## src/rtl/fifo_push_arbiter_if.sv

```systemverilog
// -----------------------------------------------------------------------------
// fifo_push_arbiter_if
// Bundles the requester handshake and the FIFO push port of the push arbiter.
//   req_valid/req_cnt/req_data/req_last : requester beats (K of them)
//   req_ready                           : one-hot accept of the selected beat
//   fifo_can_push                       : free words reported by the FIFO
//   fifo_push/fifo_push_data            : words written into the FIFO this cycle
//   grant_id/busy/err                   : arbiter status
// The slave modport is the arbiter; the master modport is the surrounding logic.
// -----------------------------------------------------------------------------
interface fifo_push_arbiter_if #(
    parameter int W = 16,
    parameter int N = 2,
    parameter int K = 4
) ();
    localparam int WN = $clog2(N + 1) + 1;
    localparam int KW = $clog2(K);

    logic [K-1:0]                 req_valid;
    logic [K-1:0][WN-1:0]         req_cnt;
    logic [K-1:0][N-1:0][W-1:0]   req_data;
    logic [K-1:0]                 req_last;
    logic [K-1:0]                 req_ready;
    logic [WN-1:0]                fifo_can_push;
    logic [WN-1:0]                fifo_push;
    logic [N-1:0][W-1:0]          fifo_push_data;
    logic [KW-1:0]                grant_id;
    logic                         busy;
    logic                         err;

    modport master (
        output req_valid, req_cnt, req_data, req_last, fifo_can_push,
        input  req_ready, fifo_push, fifo_push_data, grant_id, busy, err
    );

    modport slave (
        input  req_valid, req_cnt, req_data, req_last, fifo_can_push,
        output req_ready, fifo_push, fifo_push_data, grant_id, busy, err
    );
endinterface

```

## src/rtl/fifo_push_arbiter.sv

```systemverilog
// -----------------------------------------------------------------------------
// fifo_push_arbiter
// Round-robin arbiter sharing the push side of one multi-push FIFO among K
// requesters. One requester is served per cycle; a beat transfers only when it
// fits into the FIFO's free space. A burst (beats until req_last) holds the
// grant. Accept and push outputs are combinational from state and inputs.
// Ports:
//   clk   : clock, state on rising edge
//   rst_n : asynchronous active-low reset; all outputs forced to 0 while low
//   bus   : fifo_push_arbiter_if.slave (requesters, FIFO push port, status)
// -----------------------------------------------------------------------------
module fifo_push_arbiter #(
    parameter int W = 16,
    parameter int N = 2,
    parameter int K = 4
) (
    input  logic                  clk,
    input  logic                  rst_n,
    fifo_push_arbiter_if.slave    bus
);
    localparam int WN = $clog2(N + 1) + 1;
    localparam int KW = $clog2(K);

    typedef enum logic [0:0] {
        IDLE   = 1'b0,
        LOCKED = 1'b1
    } state_t;

    state_t          state_r;
    logic [KW-1:0]   rr_ptr_r;
    logic [KW-1:0]   owner_r;
    logic [KW-1:0]   grant_r;
    logic            err_r;

    logic [KW-1:0]   sel_s;
    logic            sel_valid_s;
    logic [WN-1:0]   cnt_sel_s;
    logic            cnt_ok_s;
    logic            fire_s;
    logic            bad_cnt_s;
    logic [N-1:0][W-1:0] push_data_s;

    // Round-robin candidate: (base + off) mod K, works for non-power-of-two K.
    function automatic logic [KW-1:0] rr_index(input logic [KW-1:0] base, input int off);
        int s;
        s = (int'(base) + off) % K;
        return KW'(s);
    endfunction

    // Requester selection: owner while locked, else first valid from rr_ptr.
    always_comb begin
        sel_s       = '0;
        sel_valid_s = 1'b0;
        if (state_r == LOCKED) begin
            sel_s       = owner_r;
            sel_valid_s = 1'b1;
        end else begin
            for (int i = 0; i < K; i++) begin
                if (!sel_valid_s && bus.req_valid[rr_index(rr_ptr_r, i)]) begin
                    sel_s       = rr_index(rr_ptr_r, i);
                    sel_valid_s = 1'b1;
                end else begin
                    sel_valid_s = sel_valid_s;
                end
            end
        end
    end

    // Fit check; rst_n gating keeps every output quiet during reset.
    always_comb begin
        cnt_sel_s = bus.req_cnt[sel_s];
        cnt_ok_s  = (cnt_sel_s <= WN'(N));
        fire_s    = rst_n && sel_valid_s && bus.req_valid[sel_s] && cnt_ok_s &&
                    (cnt_sel_s <= bus.fifo_can_push);
        bad_cnt_s = rst_n && sel_valid_s && bus.req_valid[sel_s] && !cnt_ok_s;
    end

    // Lane masking: lanes at or above the beat count are driven to zero.
    always_comb begin
        push_data_s = '0;
        for (int l = 0; l < N; l++) begin
            if (fire_s && (WN'(l) < cnt_sel_s)) begin
                push_data_s[l] = bus.req_data[sel_s][l];
            end else begin
                push_data_s[l] = '0;
            end
        end
    end

    // Output drive; grant_id follows sel and otherwise holds the last grant.
    always_comb begin
        bus.req_ready      = fire_s ? ({{(K-1){1'b0}}, 1'b1} << sel_s) : '0;
        bus.fifo_push      = fire_s ? cnt_sel_s : '0;
        bus.fifo_push_data = push_data_s;
        if (!rst_n) begin
            bus.grant_id = '0;
        end else if (sel_valid_s) begin
            bus.grant_id = sel_s;
        end else begin
            bus.grant_id = grant_r;
        end
        bus.busy = rst_n && (state_r == LOCKED);
        bus.err  = err_r;
    end

    // Burst lock FSM, round-robin pointer, held grant and sticky error.
    always_ff @(posedge clk or negedge rst_n) begin
        if (!rst_n) begin
            state_r  <= IDLE;
            rr_ptr_r <= '0;
            owner_r  <= '0;
            grant_r  <= '0;
            err_r    <= 1'b0;
        end else begin
            if (sel_valid_s) begin
                grant_r <= sel_s;
            end
            if (bad_cnt_s) begin
                err_r <= 1'b1;
            end
            // A stall leaves state, owner and pointer untouched (head-of-line wait).
            if (fire_s) begin
                if (bus.req_last[sel_s]) begin
                    state_r <= IDLE;
                    if (sel_s == KW'(K - 1)) begin
                        rr_ptr_r <= '0;
                    end else begin
                        rr_ptr_r <= sel_s + KW'(1);
                    end
                end else begin
                    state_r <= LOCKED;
                    owner_r <= sel_s;
                end
            end
        end
    end
endmodule

```

## src/flat_wrapper.sv

```systemverilog
// flat-port wrapper written by rule: the top's interface ports become plain ports
module fifo_push_arbiter_flat 
#(
    parameter int W = 16,
    parameter int N = 2,
    parameter int K = 4
)
  (clk, rst_n, bus_req_valid, bus_req_cnt, bus_req_data, bus_req_last, bus_fifo_can_push, bus_req_ready, bus_fifo_push, bus_fifo_push_data, bus_grant_id, bus_busy, bus_err);
  fifo_push_arbiter_if #(.W(W), .N(N), .K(K)) bus_i ();
  input  logic clk;
  input  logic rst_n;
  input wire logic [$bits(bus_i.req_valid)-1:0] bus_req_valid;
  input wire logic [$bits(bus_i.req_cnt)-1:0] bus_req_cnt;
  input wire logic [$bits(bus_i.req_data)-1:0] bus_req_data;
  input wire logic [$bits(bus_i.req_last)-1:0] bus_req_last;
  input wire logic [$bits(bus_i.fifo_can_push)-1:0] bus_fifo_can_push;
  output wire logic [$bits(bus_i.req_ready)-1:0] bus_req_ready;
  output wire logic [$bits(bus_i.fifo_push)-1:0] bus_fifo_push;
  output wire logic [$bits(bus_i.fifo_push_data)-1:0] bus_fifo_push_data;
  output wire logic [$bits(bus_i.grant_id)-1:0] bus_grant_id;
  output wire logic [$bits(bus_i.busy)-1:0] bus_busy;
  output wire logic [$bits(bus_i.err)-1:0] bus_err;
  assign bus_i.req_valid = bus_req_valid;
  assign bus_i.req_cnt = bus_req_cnt;
  assign bus_i.req_data = bus_req_data;
  assign bus_i.req_last = bus_req_last;
  assign bus_i.fifo_can_push = bus_fifo_can_push;
  assign bus_req_ready = bus_i.req_ready;
  assign bus_fifo_push = bus_i.fifo_push;
  assign bus_fifo_push_data = bus_i.fifo_push_data;
  assign bus_grant_id = bus_i.grant_id;
  assign bus_busy = bus_i.busy;
  assign bus_err = bus_i.err;
  fifo_push_arbiter #(.W(W), .N(N), .K(K)) u_core (.clk(clk), .rst_n(rst_n), .bus(bus_i));
endmodule
```

## config.mk

```make
export PLATFORM = sky130hd
export DESIGN_NAME = fifo_push_arbiter_flat
export DESIGN_NICKNAME = d
export VERILOG_FILES = /design/src/rtl/fifo_push_arbiter_if.sv /design/src/rtl/fifo_push_arbiter.sv /design/src/flat_wrapper.sv
export SDC_FILE = /design/constraint.sdc
export NUM_CORES = 1
export LEC_CHECK = 0
export CAP_MARGIN = 0
export CORE_MARGIN = 5
export CORE_UTILIZATION = 30
export DETAILED_ROUTE_END_ITERATION = 16
export DONT_BUFFER_PORTS = 1
export GPL_TIMING_DRIVEN = 0
export SLEW_MARGIN = 20
export SYNTH_ARGS = -nofsm -noshare
export SYNTH_HDL_FRONTEND = slang
export SYNTH_SLANG_ARGS = --single-unit
export TNS_END_PERCENT = 1
```

## constraint.sdc

```tcl
create_clock -name clk -period 4.5 [get_ports clk]
set_input_delay 0.9 -clock clk [delete_from_list [all_inputs] [get_ports clk]]
set_output_delay 0.9 -clock clk [all_outputs]
set_load 0.01 [all_outputs]
```

==> results.txt <==
The tools report the number of pins with negative max-slew slack in the final report as 0. The run finished with clean final reports. The tools report the post-layout utilization of the core as 0.365. The run gives 748 as the fill cell total of the finished layout.

Max-cap violations in this run came to 0. Setup violations remaining at the end of the flow were counted as 0. Via count of the first global-routing pass: 2585. For the number of antenna violations at the first check in global routing, the log shows 0. The area added between synthesis and finish was 18.5%; the clock-pin slew on the worst setup and hold paths was 40 ps.

196 I/O pins were placed. The tree is rooted in a clkbuf_8. The worst min-delay path class was input pin to async pin.

Post-route cell area: 2500 µm². The number of input and output port buffers inserted works out to 0. The detailed router placed 2719 vias in this run. The total detailed-routing wirelength was 9200 µm. The number of synthesis warnings is 0.

The number of placed cells counting well taps was 462; the maximum fanout count along the critical path was 10. 0 antenna diodes ended up in the layout. Clock latency on the worst-skew pair, taken at its later pin, is 220 ps.

In this run, CTS created clock tree buffers numbering 3. The clock net in this run drives a total of 8 sinks. In the final routed layout, each cell accounts on average for 19.4 µm. In this design, the stage delay of the slowest critical-path cell is 400 ps.

The die footprint was 8800 µm²; the fraction of layout instances using a drive strength above 1 was 0.151. The core area was 6830 µm²; the aggregate global-route resource usage was 0.188. Averaged over all synthesized cells, the footprint is 5.76 µm². The largest individual stage delay along the critical path comes from the cell a211o_4. At the worst endpoint, the arrival time is 3490 ps.

The run gives 1 as the CTS H-tree depth. In this run the power density over the cells is 853 nW/µm². Final non-filler cell total: 473.

The number of vias per cell is 5.75. The data required time at the worst endpoint was 3600 ps; the final setup TNS was 0 ps. For the pin with the worst max-slew slack, the measured transition is 709 ps.

Summed over all instances, the cell type with the most area after synthesis is nand2_1. No sink is reached through more buffers than the 2 on the longest clock path. The tools report the launching element type of the critical path as an input pin.

Critical path endpoint category: a primary output. Maximum frequency from static timing analysis: 228 MHz. The async set-or-reset flop fraction in the synthesized netlist was 1.00. The tools report the number of failing hold endpoints at the final stage as 0.

After layout, the minimum clock period comes to 4390 ps. For this run, design rule violations remaining after detail routing come to 0. The cell repeated most along the worst path is buf_4.

The final critical-path share of the clock period was 0.975; the worst clock skew on the final layout was 1.97 ps. In this run, the number of DRC markers left after iteration 0 of detailed routing was 101. For this design the static power due to leakage is 1.16 nW. The first global-routing pass estimated 13400 µm of wire. The effective utilization at floorplan was 0.308. The tools report the number of detailed-routing iterations run before antenna repair as 4. Measured along the x axis, the die boundary spans 93.8 µm.

Once detailed placement completed, the half-perimeter wirelength came to 7150 µm. The power consumption is 2.13 mW, and the proportion of netlist area held by the largest area contributor is 0.248. The tools report the number of antenna-violating nets in the routed design as 0. In this run the cell area of the synthesized design comes to 2110 µm². For the sequential cell area fraction in the yosys report, the log shows 0.0950. Worst-case headroom to the max-slew limit: 0.527. For the maximum VDD drop, the log shows 0.258 mV. By area the synthesized netlist is led by nand2_1 25%, nand3_1 17%, and3_1 9.5%.

The classification of the worst setup path was input pin to primary output. The floorplan step set the die height to 93.8 µm. The number of nets handed over by synthesis was 523.

Walking the worst path, the cells encountered are buf_4 -> nand2b_1 -> or2_1 -> a211o_4 -> nand2_8 -> inv_2 -> buf_6 -> mux2i_1 -> mux2_4 -> a221oi_4 -> buf_12 -> nor3_4 -> buf_4 -> and3_1. After synthesis, the netlist uses 48 different library cells. TritonCTS built the clock tree. For this run, the leading register cell type out of synthesis is dfrtp_1. The congestion estimate from routability-driven global placement came to 0.886. The logs give 0 for the overflow left after global routing and 366 for the count of mapped cells out of synthesis.

Number of synthesized flops with an enable pin: 0. Setup repair after global routing left no endpoint under its margin. The logs give 0 for the cts-stage hold buffer count and 13 for the largest net degree at the start of global routing. The placed cell area is 2230 µm², and the number of placement rows is 30. After synthesis the netlist holds a flip-flop and latch count of 8. For the count of nets after finishing, the log shows 536.
==> worst max-delay path: cells and delay by family <==
kind,cells,cell delay [ps]
buffers and inverters,5,680
muxes,2,430
AOI/OAI and AO/OA,2,710
and+or+nand+nor,5,740
==> cell usage in the layout (no fill, tap or decap), types with 3 or more instances in the layout <==
master,count
buf_2,3
nor3_1,3
a21oi_1,4
nand3_1,72
nor2_1,8
clkbuf_1,16
o211ai_1,3
nand2b_1,3
buf_6,5
dfrtp_1,8
and2_1,7
buf_4,8
o21ai_0,4
inv_1,5
and3_4,7
buf_1,3
mux2_1,4
and3_1,24
nand2_1,137
ha_1,4
clkbuf_8,3
==> stage by stage <==
stage	worst slack [ps]	hold slack [ps]
floorplan	264	435
detailed placement	-315	465
global route	3.33	362
CTS	0.105	368
global placement	-301	451
finish	114	372
==> cells in the mapped netlist (all sizes together), types with 3 or more instances <==
master	n
nand2	140
nand3	72
and3	32
clkbuf	18
buf	13
nor2	9
dfrtp	8
and2	7
inv	7
mux2	6
o211ai	6
nor3	5
a21oi	4
ha	4
o21ai	4
a211oi	3
nand2b	3
==> layout make-up <==
type	instances	area, µm²	area share
Buffer	31	160	0.0642
Clock buffer	3	41.3	0.0165
Inverter	7	26.3	0.0105
Multi-Input combinational cell	320	1870	0.748
Sequential cell	8	200	0.0802
Tap cell	96	120	0.0481
Timing Repair Buffer	8	80.1	0.0321
==> power by group <==
group / internal [mW] / switching (mW)
combinational: 0.683 / 1.23
clock: 0.0578 / 0.0263
sequential: 0.104 / 0.0254
==> layer usage <==
metal / routed length [µm] / track usage / share of wire / vias to the layer above
met5: 0 / 0 / 0 / -
met4: 110 / 0.0373 / 0.012 / 0
met3: 693 / 0.0272 / 0.075 / 12
met2: 4550 / 0.317 / 0.49 / 152
met1: 3840 / 0.253 / 0.42 / 1280
li1: - / - / - / 1275
==> state kept, by name (all words and copies together) (netlist names) <==
name / flops
u_core.grant_r: 2
u_core.owner_r: 2
u_core.rr_ptr_r: 2
u_core.bus.err: 1
u_core.state_r: 1
==> path summary, 6_finish.rpt <==
path,start,end,slack [ps],cells after the start
min reg2reg,u_core.grant_r[1],u_core.grant_r[1],470,2
max in group asynchronous,rst_n,u_core.bus.err,4060,0
max reg2reg,u_core.rr_ptr_r[1],u_core.rr_ptr_r[1],1380,13
min,rst_n,u_core.rr_ptr_r[1],370,0
max,bus_req_valid[0],bus_fifo_push_data[31],110,14
min in group clk,u_core.grant_r[1],u_core.grant_r[1],470,2
==> logic make-up after synthesis <==
group,after synthesis,share of synthesized area
and+or+nand+nor,275,0.608
buffers and inverters,38,0.0790
AOI/OAI and AO/OA,31,0.140
muxes,9,0.0523
DFF,8,0.0950
adders and majority gates,4,0.0238
other,1,0.00178
==> repair_timing <==
action                                  4_1_cts  5_1_grt
pin swaps                                     3        9
gates resized for setup                       8       30
hold endpoints to repair                      0        0
cloned                                        0        1
endpoints found under the setup margin       33       35
buffers inserted                              4        3
Note: power is estimated with default switching activity, not from simulation.
